[src/rtl/mem_arbiter.sv]
// Multi-channel arbiter sharing a single memory port: one access in flight at a time,
// round-robin or fixed-priority grant, fixed read latency, per-channel done pulses.
module mem_arbiter #(
  parameter int NCH = 3,
  parameter int DW  = 32,
  parameter int AW  = 32,
  parameter int LAT = 1,
  parameter int RR  = 1
) (
  input  logic              clk,
  input  logic              rst_n,
  input  logic [NCH-1:0]    req,
  input  logic [NCH-1:0]    we,
  input  logic [NCH*AW-1:0] addr,
  input  logic [NCH*DW-1:0] wdata,
  output logic [NCH-1:0]    stall,
  output logic [NCH-1:0]    done,
  output logic [DW-1:0]     rdata,
  output logic              mem_en,
  output logic              mem_we,
  output logic [AW-1:0]     mem_addr,
  output logic [DW-1:0]     mem_wdata,
  input  logic [DW-1:0]     mem_rdata
);

  localparam int CW   = (NCH > 1) ? $clog2(NCH) : 1;
  localparam int CNTW = 4;

  typedef enum logic [1:0] {IDLE, ISSUE, WAIT, DONE} state_t;

  state_t          state_q, state_d;
  logic [CNTW-1:0] cnt_q;
  logic [CW-1:0]   win_q;
  logic [CW-1:0]   last_q;
  logic            lat_we_q;
  logic [DW-1:0]   rdata_q;
  logic [CW-1:0]   pick;
  logic [CW-1:0]   cand;
  logic            found;

  logic [AW-1:0] addr_ch  [NCH];
  logic [DW-1:0] wdata_ch [NCH];

  for (genvar g = 0; g < NCH; g++) begin : g_unpack
    assign addr_ch[g]  = addr[g*AW +: AW];
    assign wdata_ch[g] = wdata[g*DW +: DW];
  end

  // Round-robin searches from the channel after the last winner; fixed priority from 0.
  // NOTE: every variable written in a combinational block gets a default first, so no latch is inferred.
  always_comb begin
    pick  = '0;
    cand  = '0;
    found = 1'b0;
    for (int j = 0; j < NCH; j++) begin
      cand = (RR != 0) ? CW'((int'(last_q) + 1 + j) % NCH) : CW'(j);
      if (!found && req[cand]) begin
        pick  = cand;
        found = 1'b1;
      end
    end
  end

  always_comb begin
    state_d = state_q;
    case (state_q)
      IDLE:    if (|req) state_d = ISSUE;
      ISSUE:   state_d = (LAT == 1) ? DONE : WAIT;
      WAIT:    if (cnt_q == CNTW'(1)) state_d = DONE;
      DONE:    state_d = IDLE;
      default: state_d = IDLE;
    endcase
  end

  // NOTE: sequential state uses non-blocking assignments so every register samples pre-edge values.
  always_ff @(posedge clk or negedge rst_n) begin
    if (!rst_n) begin
      state_q   <= IDLE;
      cnt_q     <= '0;
      win_q     <= '0;
      last_q    <= CW'(NCH - 1);
      lat_we_q  <= 1'b0;
      mem_addr  <= '0;
      mem_wdata <= '0;
      rdata_q   <= '0;
    end else begin
      state_q <= state_d;
      case (state_q)
        IDLE: if (|req) begin
          win_q     <= pick;
          lat_we_q  <= we[pick];
          mem_addr  <= addr_ch[pick];
          mem_wdata <= wdata_ch[pick];
        end
        ISSUE: begin
          last_q <= win_q;
          cnt_q  <= CNTW'(LAT - 1);
        end
        WAIT:    cnt_q <= cnt_q - CNTW'(1);
        DONE:    if (!lat_we_q) rdata_q <= mem_rdata;
        default: ;
      endcase
    end
  end

  // Read data passes straight through during DONE and is then held for later cycles.
  always_comb begin
    mem_en = (state_q == ISSUE);
    mem_we = (state_q == ISSUE) && lat_we_q;
    done   = '0;
    if (state_q == DONE) done[win_q] = 1'b1;
    rdata  = (state_q == DONE && !lat_we_q) ? mem_rdata : rdata_q;
    stall  = req & ~done;
  end

endmodule

[config.mk]
export PLATFORM = sky130hd
export DESIGN_NAME = mem_arbiter
export DESIGN_NICKNAME = d
export VERILOG_FILES = /design/src/rtl/mem_arbiter.sv
export SDC_FILE = /design/constraint.sdc
export NUM_CORES = 1
export LEC_CHECK = 0
export BUFFER_PORTS_ARGS = -buffer_cell sky130_fd_sc_hd__buf_2
export CAP_MARGIN = 30
export CORE_AREA = 2 2 129 131
export DETAILED_ROUTE_END_ITERATION = 12
export DIE_AREA = 0 0 131 133
export PLACE_DENSITY = 0.7
export SYNTH_ARGS = -nofsm -noshare
export SYNTH_HDL_FRONTEND = slang
export SYNTH_SLANG_ARGS = --single-unit
export TNS_END_PERCENT = 30
[constraint.sdc]
create_clock -name clk -period 2.15 [get_ports clk]
set_input_delay 0.5375 -clock clk [delete_from_list [all_inputs] [get_ports clk]]
set_output_delay 0.5375 -clock clk [all_outputs]
set_load 0.005 [all_outputs]
; Word-level counts from Yosys, hierarchy flattened
; Index checks and enable logic that the tools add are counted.
[totals]
inputBits = 232
register_bits = 107
elab_cells = 73
output_inout_bits = 104
[op_classes]
n_addsub = 4
bitwise_logic = 4
muxes = 27
reduce_logical = 14
magnitude_cmp = 7
eq_ne = 6
n_div = 3
[op_table]
columns = operator, count
row1 = $mux 32, 5
row2 = $bmux 32 s2, 2
row3 = $mod 32x3->32 const B, 3
row4 = $add 32x2->32 const B, 1
row5 = $lt 2x3->1 const B, 5
row6 = $mux 2, 5
row7 = $bmux 1 s2, 4
row8 = $pmux 2 s4, 1
row9 = $pmux 4 s2, 1
row10 = $mux 1, 7
row11 = $reduce_and 2->1, 3
row12 = $logic_and 1x1->1, 5
row13 = $add 3x2->4 const B, 1
row14 = $eq 2x2->1 const B, 2
row15 = $eq 4x1->1 const B, 1
row16 = $ne 2x2->1 const B, 2
row17 = $sub 4x1->4 const B, 1
row18 = $add 2x1->3 const B, 1
row19 = $and 3x3->3, 1
row20 = $ge 3x3->1 const B, 1
row21 = $logic_not 1->1, 3
row22 = $mux 3, 1
row23 = $not 2->3, 1
row24 = $not 3->3, 1
row25 = other kinds (7), 7

; Depth between registers and ports, before layout
; Gate-level depths: netlist (run 1).
[depth]
ltp_word = 15
depth_mapped = 10
depth_no_buf = 8

; Worst setup path after synthesis (run 1)
; Ideal clock, no wire load.
[synth_path]
path_kind = register to output
startpoint = register state_q[0]
endpoint = output rdata[10]
arrival_time_ps = 1612
stages_incl_launch_ff = 6
n_path_buf = 2
slack_ps = 1
required_ps = 1612
path_cell_list = dfrtp_1 -> ha_1 -> nor2b_1 -> clkbuf_1 -> buf_1 -> mux2_2
[synth_between]
elab_chain_cells = 3
[synth_lines]
columns = item, line
row1 = from (decl), 31  ; state_t state_q, state_d;
row2 = from (signal assigned), 87  ; state_q <= state_d;
row3 = $eq 2x2->1, 112  ; rdata = (state_q == DONE && !lat_we_q) ? mem_rdata : rdata_q;
row4 = $logic_and 1x1->1, 112
row5 = $mux 32, 112
row6 = to (decl), 18  ; output logic [DW-1:0] rdata,
; No other way between the ends.

; Worst setup path after layout (run 1)
[layout_path]
startpoint = register state_q[1]
endpoint = output rdata[20]
; Same word-level chain as after synthesis.

==> results of run 1 <==
-- how the worst max path moves through the flow --
stage | startpoint | end | slack (ps) | cells after the start
finish | state_q[1] | rdata[20] | -240 | 6
global route | state_q[1] | rdata[20] | -290 | 6
CTS | last_q[0] | mem_wdata[10] | -210 | 10
detailed placement | last_q[1] | mem_wdata[10] | -180 | 9
global placement | last_q[0] | mem_wdata[20] | -140 | 10
floorplan | state_q[0] | rdata[10] | 0.5 | 5
-- placed cells by master (no fill, tap or decap), types with 8 or more instances in the layout --
master,count
a31oi_1,53
and2_1,66
buf_12,18
buf_2,302
buf_4,22
buf_6,42
clkbuf_16,21
dfrtp_1,106
inv_1,10
mux2_4,32
mux2i_1,48
mux2i_2,15
o21ai_0,8
o21ai_1,31
o21ai_2,35
-- per-layer routing --
| metal | part of all wire | wire length (um) | global-route usage | up-vias |
|---|---|---|---|---|
| li1 | - | - | - | 2607 |
| met1 | 0.39 | 8550 | 0.227 | 2679 |
| met2 | 0.51 | 11100 | 0.347 | 301 |
| met3 | 0.073 | 1580 | 0.0441 | 42 |
| met4 | 0.024 | 517 | 0.0656 | 0 |
| met5 | 0 | 0 | 0 | - |
-- per-stage QoR --
stage | setup WS (ps) | total power, uW | utilization | cell area (um^2) | setup TNS, ps
2_1_floorplan | 0.543 | 7280 | - | 5620 | 0
3_3_place_gp | -140 | 9760 | 0.481 | 7780 | -8070
3_5_place_dp | -180 | 9920 | 0.481 | 7780 | -9690
4_1_cts | -211 | 11600 | 0.499 | 8070 | -17770
5_1_grt | -295 | 15400 | 0.579 | 9370 | -23170
6_report | -242 | 14400 | 0.579 | 9370 | -16660
-- worst max-delay path: stages, from the launching register on --
cell	delay [ps]
dfrtp_1	400
ha_4	150
nor2b_4	190
buf_12	150
clkbuf_16	170
mux2_4	330
buf_6	120
-- logic make-up (layout without fill, tap and decap cells) --
kind of cell / count (synthesis) / count (layout)
compound gates: 152 / 152
fa+ha+maj: 11 / 11
buf+inv: 51 / 427
flops: 107 / 107
mux: 99 / 99
simple gates: 96 / 96
-- final cells by class --
type | count | area [um^2] | share of cell area
repair buffers | 400 | 2870 | 0.306
inverters | 11 | 41.3 | 0.00441
clock inverters | 6 | 47.5 | 0.00507
clock buffers | 10 | 229 | 0.0244
flip-flops and latches | 107 | 2680 | 0.286
well taps | 220 | 275 | 0.0294
multi-input cells | 358 | 3230 | 0.345
-- registers in the layout (all words and copies together), names as in the netlist --
name	count
mem_addr	32
mem_wdata	32
rdata_q	32
cnt_q	4
last_q	2
state_q	2
win_q	2
lat_we_q	1
-- report_power, final --
group	switching, uW	total (uW)	internal, uW
logic	4240	9380	5150
registers	454	3470	3020
clock network	790	1590	801
-- timing repair --
item / CTS / global route
endpoints found under the setup margin: 98 / 98
cloned: 0 / 18
resized for setup: 2 / 181
pin swaps: 0 / 26
setup buffers: 0 / 11
==> impl_metrics.yaml, run 1 <==
setup_path:
  crit_required_ps: 1610
  arrival_ps: 1850
  timing.rr.start: "last_q[1]"
  path_class: "flop to output port"
  start_kind: "flop"
  crit_path_end_kind: "output port"
  r2r_cells: 10
  r2r-end: "mem_addr[1]"
  crit_fanout: 8
  r2r_slack_ps: -210
cells_and_area:
  nFillCells: 1337
  diodes: 0
  finalNetCount: 1130
  layout-drive-gt1-share: 0.596
  synthToLayoutAreaGrowth_pct: 66.9
  instances_no_fill: 1112
place:
  place_inst: 1067
  dp_hpwl_um: 13100
  portBuffers: 335
  place_congestion: 0.837
die:
  die-width_um: 131
  initial_core_util: 0.347
  die_area_um2: 17400
  die_h_um: 133
  num_rows: 47
  fp.coreArea_um2: 16200
  ios: 336
timing:
  finClkSkew_ps: 8.75
  min_period_ps: 2390
  final-setup-viol-count: 98
  finalCritPeriodShare: 1.11
  fin_ws_ps: -242
  whs_ps: 145
  hold_viol: 0
  finalMaxSlewViolations: 0
  rsz0062_at_grt: "yes"
  relSlewSlack: 0.679
  timing.fmax_mhz: 418
  tightest_slew_ps: 481
status:
  status: "complete, but fails checks"
  violations: "setup timing"
routing:
  ant_nets: 0
  routed_via_density: 5.06
  initialDrtViolationCount: 219
  first_pass_iters: 4
  routed_wl_um: 21800
  avgRoutedWirePerCell_um: 19.6
  vias: 5629
  drc: 0
clock_tree:
  cts_buffer_depth: 2
  postCtsHoldBufs: 0
  cts_buffers: 9
  htree_levels: 3
  cts_root_buffer: "clkbuf_16"
  clk_pin_slew_ps: 80
  cts_tree: "yes"
  cts_sinks: 107
  clock_latency_ps: 350
synthesis:
  synth-simple-area-share: 0.102
  synthCells: 516
  netlist_area_um2: 5620
  yosys-top-cells-count: "dfrtp_1 (106), mux2i_1 (67), and2_1 (66)"
  synth-compound-area-share: 0.164
  synth_top_area_frac: 0.472
  syn_area_per_cell_um2: 10.9
  yosysMostFrequentCell: "dfrtp_1"
  synth_fp_nets: 759
  ys_seq_area_frac: 0.477
  synth_cell_type_count: 36
  yosys_warnings: 0
  synth_top_family_by_area: "multiplexers"
  synthTopCellsByArea: "dfrtp_1 (47%), mux2i_1 (12%), and2_1 (7.4%), a31oi_1 (7.2%), mux2_2 (6.4%)"
  async_flop_share: 1.00
  synth.area.mux_share: 0.184
  synth_fa_ha_area_frac: 0.0245
  synth_xor_area_frac: 0
  synth-edff-count: 0
  ys_seq_elements: 107
  synth_largest_area_cell: "dfrtp_1"
  synthFlopType: "dfrtp_1"
power_and_ir_drop:
  pwr_density_cell_nw_per_um2: 1540
  p_leak_uw: 0.00469
  irDropWorstVdd_mv: 0.684
job:
  drv_cap: 0
hold_path:
  hold_class: "input port to asynchronous set/reset pin"
grt:
  overflow: 0
  grt_max_degree: 66
  grt_pass1_wl_um: 26500
  track_usage: 0.195
  grt_pass1_vias: 5357
  antenna_found_initial: 0
No activity file was read; power rests on OpenSTA's default activity.
==> inputs of run 2 (changes only) <==
--- a/config.mk
+++ b/config.mk
@@ -7,10 +7,10 @@
 export LEC_CHECK = 0
 export BUFFER_PORTS_ARGS = -buffer_cell sky130_fd_sc_hd__buf_2
 export CAP_MARGIN = 30
-export CORE_AREA = 2 2 129 131
+export CORE_AREA = 2 2 131 133
 export DETAILED_ROUTE_END_ITERATION = 12
-export DIE_AREA = 0 0 131 133
-export PLACE_DENSITY = 0.7
+export DIE_AREA = 0 0 133 135
+export PLACE_DENSITY = 0.65
 export SYNTH_ARGS = -nofsm -noshare
 export SYNTH_HDL_FRONTEND = slang
 export SYNTH_SLANG_ARGS = --single-unit
==> constraint.sdc (replaced) <==
create_clock -name clk -period 2.48 [get_ports clk]
set_input_delay 0.62 -clock clk [delete_from_list [all_inputs] [get_ports clk]]
set_output_delay 0.62 -clock clk [all_outputs]
set_load 0.005 [all_outputs]
==> run 2 against run 1 <==
- the run now ends clean
- global-route usage rose by 0.18 points
- clock power fell by 9%
- power is 23% lower
- count of clock-buffer cells in the layout fell by 1
- combinational power fell by 29%
- via count shrank 4.8%
- final cell count is 2.3% lower
- first-iteration DRC count grew 21%
- critical endpoint is now rdata[29]
==> impl_metrics.yaml, run 2 (synthesis results as in run 1) <==
status:
  status: "finished clean"
grt:
  use_met3: 0.0454
  grt_pass1_wl_um: 27600
  track_usage: 0.196
  grt_pass1_vias: 5416
  met1_usage: 0.228
  antenna_found_initial: 0
  use_met2: 0.355
  top_usage_layer: "met2"
  grt_max_degree: 65
  overflow: 0
job:
  drv_cap: 0
hold_path:
  hold_class: "input port to asynchronous set/reset pin"
timing:
  hold_viol: 0
  rsz0062_at_grt: "yes"
  finClkSkew_ps: 9.80
  final-setup-viol-count: 0
  whs_ps: 171
  setup-tns-final_ps: 0
  timing.fmax_mhz: 407
  relSlewSlack: 0.759
  finalCritPeriodShare: 0.990
  fin_ws_ps: 24.2
  finalMaxSlewViolations: 0
  tightest_slew_ps: 362
  min_period_ps: 2460
setup_path:
  timing.rr.start: "last_q[0]"
  crit_required_ps: 1860
  startpoint: "state_q[0]"
  endpoint: "rdata[29]"
  path_cells: "ha_4, nor2b_4, buf_6, clkbuf_16, mux2_4, buf_6"
  r2r_cells: 9
  cpMaxStageDelayCell: "dfrtp_1"
  path_class: "flop to output port"
  start_kind: "flop"
  r2r-end: "mem_wdata[16]"
  r2r_slack_ps: 120
  crit_path_end_kind: "output port"
  crit_top_cell: "buf_6"
  slowest_delay_ps: 410
  arrival_ps: 1840
  crit_fanout: 8
power_and_ir_drop:
  totalPowerFinal_uw: 11100
  irDropWorstVdd_mv: 0.699
  p_leak_uw: 0.00445
  pwr_density_cell_nw_per_um2: 1300
routing:
  vias: 5358
  routed_wl_um: 19100
  avgRoutedWirePerCell_um: 17.6
  drc: 0
  first_pass_iters: 4
  routed_via_density: 4.93
  initialDrtViolationCount: 264
  ant_nets: 0
cells_and_area:
  finalNetCount: 1104
  diodes: 0
  reg_top3: "mem_addr (32), mem_wdata (32), rdata_q (32)"
  layout_commonest_cell: "buf_2"
  regArea_um2: 2680
  multiInputGateArea_um2: 2820
  synthToLayoutAreaGrowth_pct: 51.2
  final_cell_area_um2: 8490
  layout_common_cells: "buf_2 (302), dfrtp_1 (106), mux2i_1 (67), and2_1 (66), a31oi_1 (65)"
  layout-drive-gt1-share: 0.513
  nFillCells: 1444
clock_tree:
  cts_sinks: 107
  cts_buffers: 9
  cts_root_buffer: "clkbuf_16"
  clock_latency_ps: 360
  clk_pin_slew_ps: 80
  htree_levels: 3
  postCtsHoldBufs: 0
  cts_buffer_depth: 2
  cts_tree: "yes"
die:
  fp.coreArea_um2: 16400
  num_rows: 47
  die_area_um2: 18000
  die_h_um: 135
  die-width_um: 133
  ios: 336
  initial_core_util: 0.342
place:
  portBuffers: 335
  dp_hpwl_um: 13000
  dpl-instance-area_um2: 7640
  place_congestion: 0.860
  post-place-ws_ps: 121
## run 2: changes by cell type in the layout (fill, tap and decap cells not counted), moves of 8 or more
cell,previous run,this run
o21ai_2,35,10
mux2i_1,48,67
o21ai_0,8,25
mux2i_2,15,0
a31oi_1,53,65
clkbuf_16,21,11
buf_12,18,9
o21ai_1,31,39
## run 2: power breakdown
part | total [uW] | internal (uW) | switching, uW
Clock | 1450 | 719 | 730
Combinational | 6640 | 3600 | 3040
Sequential | 2990 | 2610 | 376
## run 2: area by class of cell
type / instances / share of cell area
multi-input cells: 358 / 0.333
flip-flops and latches: 107 / 0.316
repair buffers: 374 / 0.279
well taps: 220 / 0.0324
clock buffers: 9 / 0.0265
clock inverters: 7 / 0.00870
inverters: 11 / 0.00486
## run 2: timing repair
item,in CTS,in global routing
gates resized for setup,6,67
gates cloned,2,2
buffers inserted,5,7
setup endpoints to repair,32,62
pin swaps,1,1
## run 2: how the worst min path moves through the flow
stage	to	cells past startpoint	slack (ps)	from
3_5_place_dp	rdata_q[20]	1	480	rdata_q[20]
6_report	mem_wdata[2]	1	170	rst_n
3_3_place_gp	rdata_q[30]	1	480	rdata_q[30]
2_1_floorplan	cnt_q[0]	0	320	rst_n
4_1_cts	mem_wdata[2]	1	160	rst_n
5_1_grt	mem_wdata[4]	1	180	rst_n
## run 2: through the flow
| step | std cells | util |
|---|---|---|
| after floorplan | 516 | - |
| after global placement | 1054 | 0.466 |
| after detailed placement | 1054 | 0.466 |
| after CTS | 1077 | 0.491 |
| after global routing | 1086 | 0.517 |
| final | 1086 | 0.517 |
## run 2: critical path, delay by kind of cell (launching register included)
kind | cells | cell delay [ps]
adder cells (fa/ha/maj) | 1 | 150
flip-flops | 1 | 410
buffers and inverters | 3 | 430
multiplexers | 1 | 330
AND/OR/NAND/NOR | 1 | 160
## run 2: layer usage
metal	vias up	wire, um	part of all wire
li1	2551	-	-
met1	2542	7750	0.40
met2	241	9740	0.51
met3	24	1290	0.068
met4	0	354	0.018
met5	-	0	0
==> inputs of run 3 (changes only) <==
--- a/config.mk
+++ b/config.mk
@@ -5,12 +5,13 @@
 export SDC_FILE = /design/constraint.sdc
 export NUM_CORES = 1
 export LEC_CHECK = 0
+export ABC_AREA = 1
 export BUFFER_PORTS_ARGS = -buffer_cell sky130_fd_sc_hd__buf_2
 export CAP_MARGIN = 30
-export CORE_AREA = 2 2 131 133
+export CORE_AREA = 2 2 130 132
 export DETAILED_ROUTE_END_ITERATION = 12
-export DIE_AREA = 0 0 133 135
-export PLACE_DENSITY = 0.65
+export DIE_AREA = 0 0 132 134
+export PLACE_DENSITY = 0.73
 export SYNTH_ARGS = -nofsm -noshare
 export SYNTH_HDL_FRONTEND = slang
 export SYNTH_SLANG_ARGS = --single-unit
==> run 3 against run 2 <==
- critical endpoint is now rdata[13]
- via count up 33%
- final area up 7.4%
- routed wire length up 14%
- die area down 1.5%
- critical path depth unchanged
- fmax down 0.32%
- power up 23%
- synthesized cell count up 84%
- count of clock-buffer cells in the layout unchanged
==> impl_metrics.yaml, run 3 <==
status:
  status: "finished clean"
synthesis:
  synth-edff-count: 0
  synth_cell_type_count: 27
  ys_seq_area_frac: 0.403
  async_flop_share: 1.00
  netlist_area_um2: 6650
  syn_area_per_cell_um2: 7.03
  synth_fp_nets: 1190
  synth_top_area_frac: 0.399
  synthCells: 947
  yosys_warnings: 0
  synth_largest_area_cell: "dfrtp_1"
  synthTopCellsByArea: "dfrtp_1 (40%), nand3_1 (15%), inv_1 (12%), nand2_1 (9.5%), a21oi_1 (4.9%)"
  yosys-top-cells-count: "inv_1 (204), nand3_1 (203), nand2_1 (168)"
  synthFlopType: "dfrtp_1"
  yosysMostFrequentCell: "inv_1"
  ys_seq_elements: 107
cells_and_area:
  finalNetCount: 1502
  instances_no_fill: 1485
  layout-drive-gt1-share: 0.337
  layout_commonest_cell: "buf_2"
  synthToLayoutAreaGrowth_pct: 37.0
  reg_top3: "mem_addr (32), mem_wdata (32), rdata_q (32)"
  fin_util: 0.560
  layout_common_cells: "buf_2 (329), inv_1 (202), nand3_1 (202), nand2_1 (165), dfrtp_1 (106)"
hold_path:
  hold_class: "input port to asynchronous set/reset pin"
timing:
  fin_ws_ps: 16.3
  finalMaxSlewViolations: 0
  relSlewSlack: 0.750
  finClkSkew_ps: 12.1
  finalCritPeriodShare: 0.993
  final-setup-viol-count: 0
  hold_viol: 0
  setup-tns-final_ps: 0
  rsz0062_at_grt: "yes"
  tightest_slew_ps: 371
  min_period_ps: 2460
  timing.fmax_mhz: 406
  whs_ps: 162
place:
  post-place-ws_ps: 251
  portBuffers: 335
  place_congestion: 0.854
  place_inst: 1462
  dp_hpwl_um: 15600
clock_tree:
  clock_latency_ps: 360
  cts_sinks: 107
  cts_buffer_depth: 2
  cts_root_buffer: "clkbuf_16"
  postCtsHoldBufs: 0
  htree_levels: 3
  cts_tree: "yes"
  clk_pin_slew_ps: 80
  cts_buffers: 9
job:
  drv_cap: 0
grt:
  grt_pass1_vias: 6871
  overflow: 0
  track_usage: 0.241
  grt_max_degree: 68
  antenna_found_initial: 2
  grt_pass1_wl_um: 34200
setup_path:
  slowest_delay_ps: 360
  arrival_ps: 1840
  cpMaxStageDelayCell: "dfrtp_1"
  crit_required_ps: 1860
  crit_fanout: 8
  path_cells: "ha_2, inv_2, or2_4, clkbuf_16, mux2_4, buf_6"
  start_kind: "flop"
  crit_path_end_kind: "output port"
  path_class: "flop to output port"
routing:
  vias: 7125
  ant_nets: 0
  routed_wl_um: 21800
  wl_met2_um: 11100
  drc: 0
  dr_wl_met3_um: 1730
  avgRoutedWirePerCell_um: 14.7
  wl_met1_um: 8640
  first_pass_iters: 4
  routed_via_density: 4.80
  top_layer: "met5"
  initialDrtViolationCount: 364
power_and_ir_drop:
  combPwrFrac: 0.655
  clock_power_share: 0.122
  irDropWorstVdd_mv: 0.742
  p_leak_uw: 0.00546
  p_int_uw: 7220
  power_frac_seq: 0.224
  swShare: 0.471
  pwr_density_cell_nw_per_um2: 1500
  p_sw_uw: 6410
die:
  fp.coreArea_um2: 16300
  die_area_um2: 17700
  die_h_um: 134
  ios: 336
  initial_core_util: 0.408
  num_rows: 47
  die-width_um: 132
==> run 3: cell count changes in the layout (fill, tap and decap cells not counted), sizes merged, moves of 13 or more <==
cell / change
nand3: +201
mux2i: -67
and2: -66
a21oi: +61
buf: -13
nor2: +63
a31oi: -65
o21ai: -62
nand2: +162
inv: +195
==> run 3: path summary, 6_finish.rpt <==
kind / startpoint / end / slack [ps] / cells past startpoint
max: state_q[1] / rdata[13] / 20 / 6
min reg2reg: rdata_q[21] / rdata_q[21] / 500 / 1
min in group clk: rdata_q[21] / rdata_q[21] / 500 / 1
min: rst_n / rdata_q[25] / 160 / 1
max reg2reg: last_q[1] / mem_wdata[15] / 240 / 13
max in group asynchronous: rst_n / last_q[1] / 1730 / 2
==> run 3: metrics by stage <==
stage / cell area (um^2) / power (uW)
final: 9120 / 13600
after global routing: 9120 / 14900
after CTS: 9000 / 13500
after detailed placement: 8610 / 11600
after global placement: 8610 / 11500
after floorplan: 6650 / 8800
==> run 3: layout make-up <==
cell class	instances	area, um^2
Antenna cell	1	2.50
Clock buffer	9	225
Clock inverter	7	121
Fill cell	1601	7170
Inverter	209	787
Multi-Input combinational cell	572	2940
Sequential cell	107	2680
Tap cell	220	275
Timing Repair Buffer	360	2090
==> run 3: logic make-up after synthesis <==
group	synth area share
AOI/OAI and AO/OA	0.0598
adders and majority gates	0.0207
buffers and inverters	0.165
DFF	0.403
muxes	0.0542
and+or+nand+nor	0.297
==> run 3: power by group through the flow <==
| stage | combinational, uW | sequential, uW | clock [uW] |
|---|---|---|---|
| after detailed placement | 8560 | 3090 | 0 |
| after global placement | 8440 | 3050 | 0 |
| after CTS | 8720 | 3040 | 1690 |
| after global routing | 10000 | 3140 | 1760 |
| after floorplan | 5730 | 3070 | 0 |
| final | 8920 | 3050 | 1660 |
==> run 3: per-layer routing <==
metal  track usage  vias up
met5             0        -
met3        0.0665       23
met2         0.429      301
li1              -     3548
met4        0.0664        2
met1         0.285     3251
==> run 3: critical path: cells and delay by family (launching register included) <==
kind,cells,cell delay (ps)
DFF,1,360
buffers and inverters,3,350
adders and majority gates,1,200
muxes,1,310
and+or+nand+nor,1,280
==> run 3: what timing repair did <==
action / CTS / global route
endpoints found under the hold margin: 0 / 0
cloned: 1 / 1
setup endpoints to repair: 32 / 33
buffers inserted: 2 / 2
resized for setup: 2 / 21
pin swaps: 0 / 1
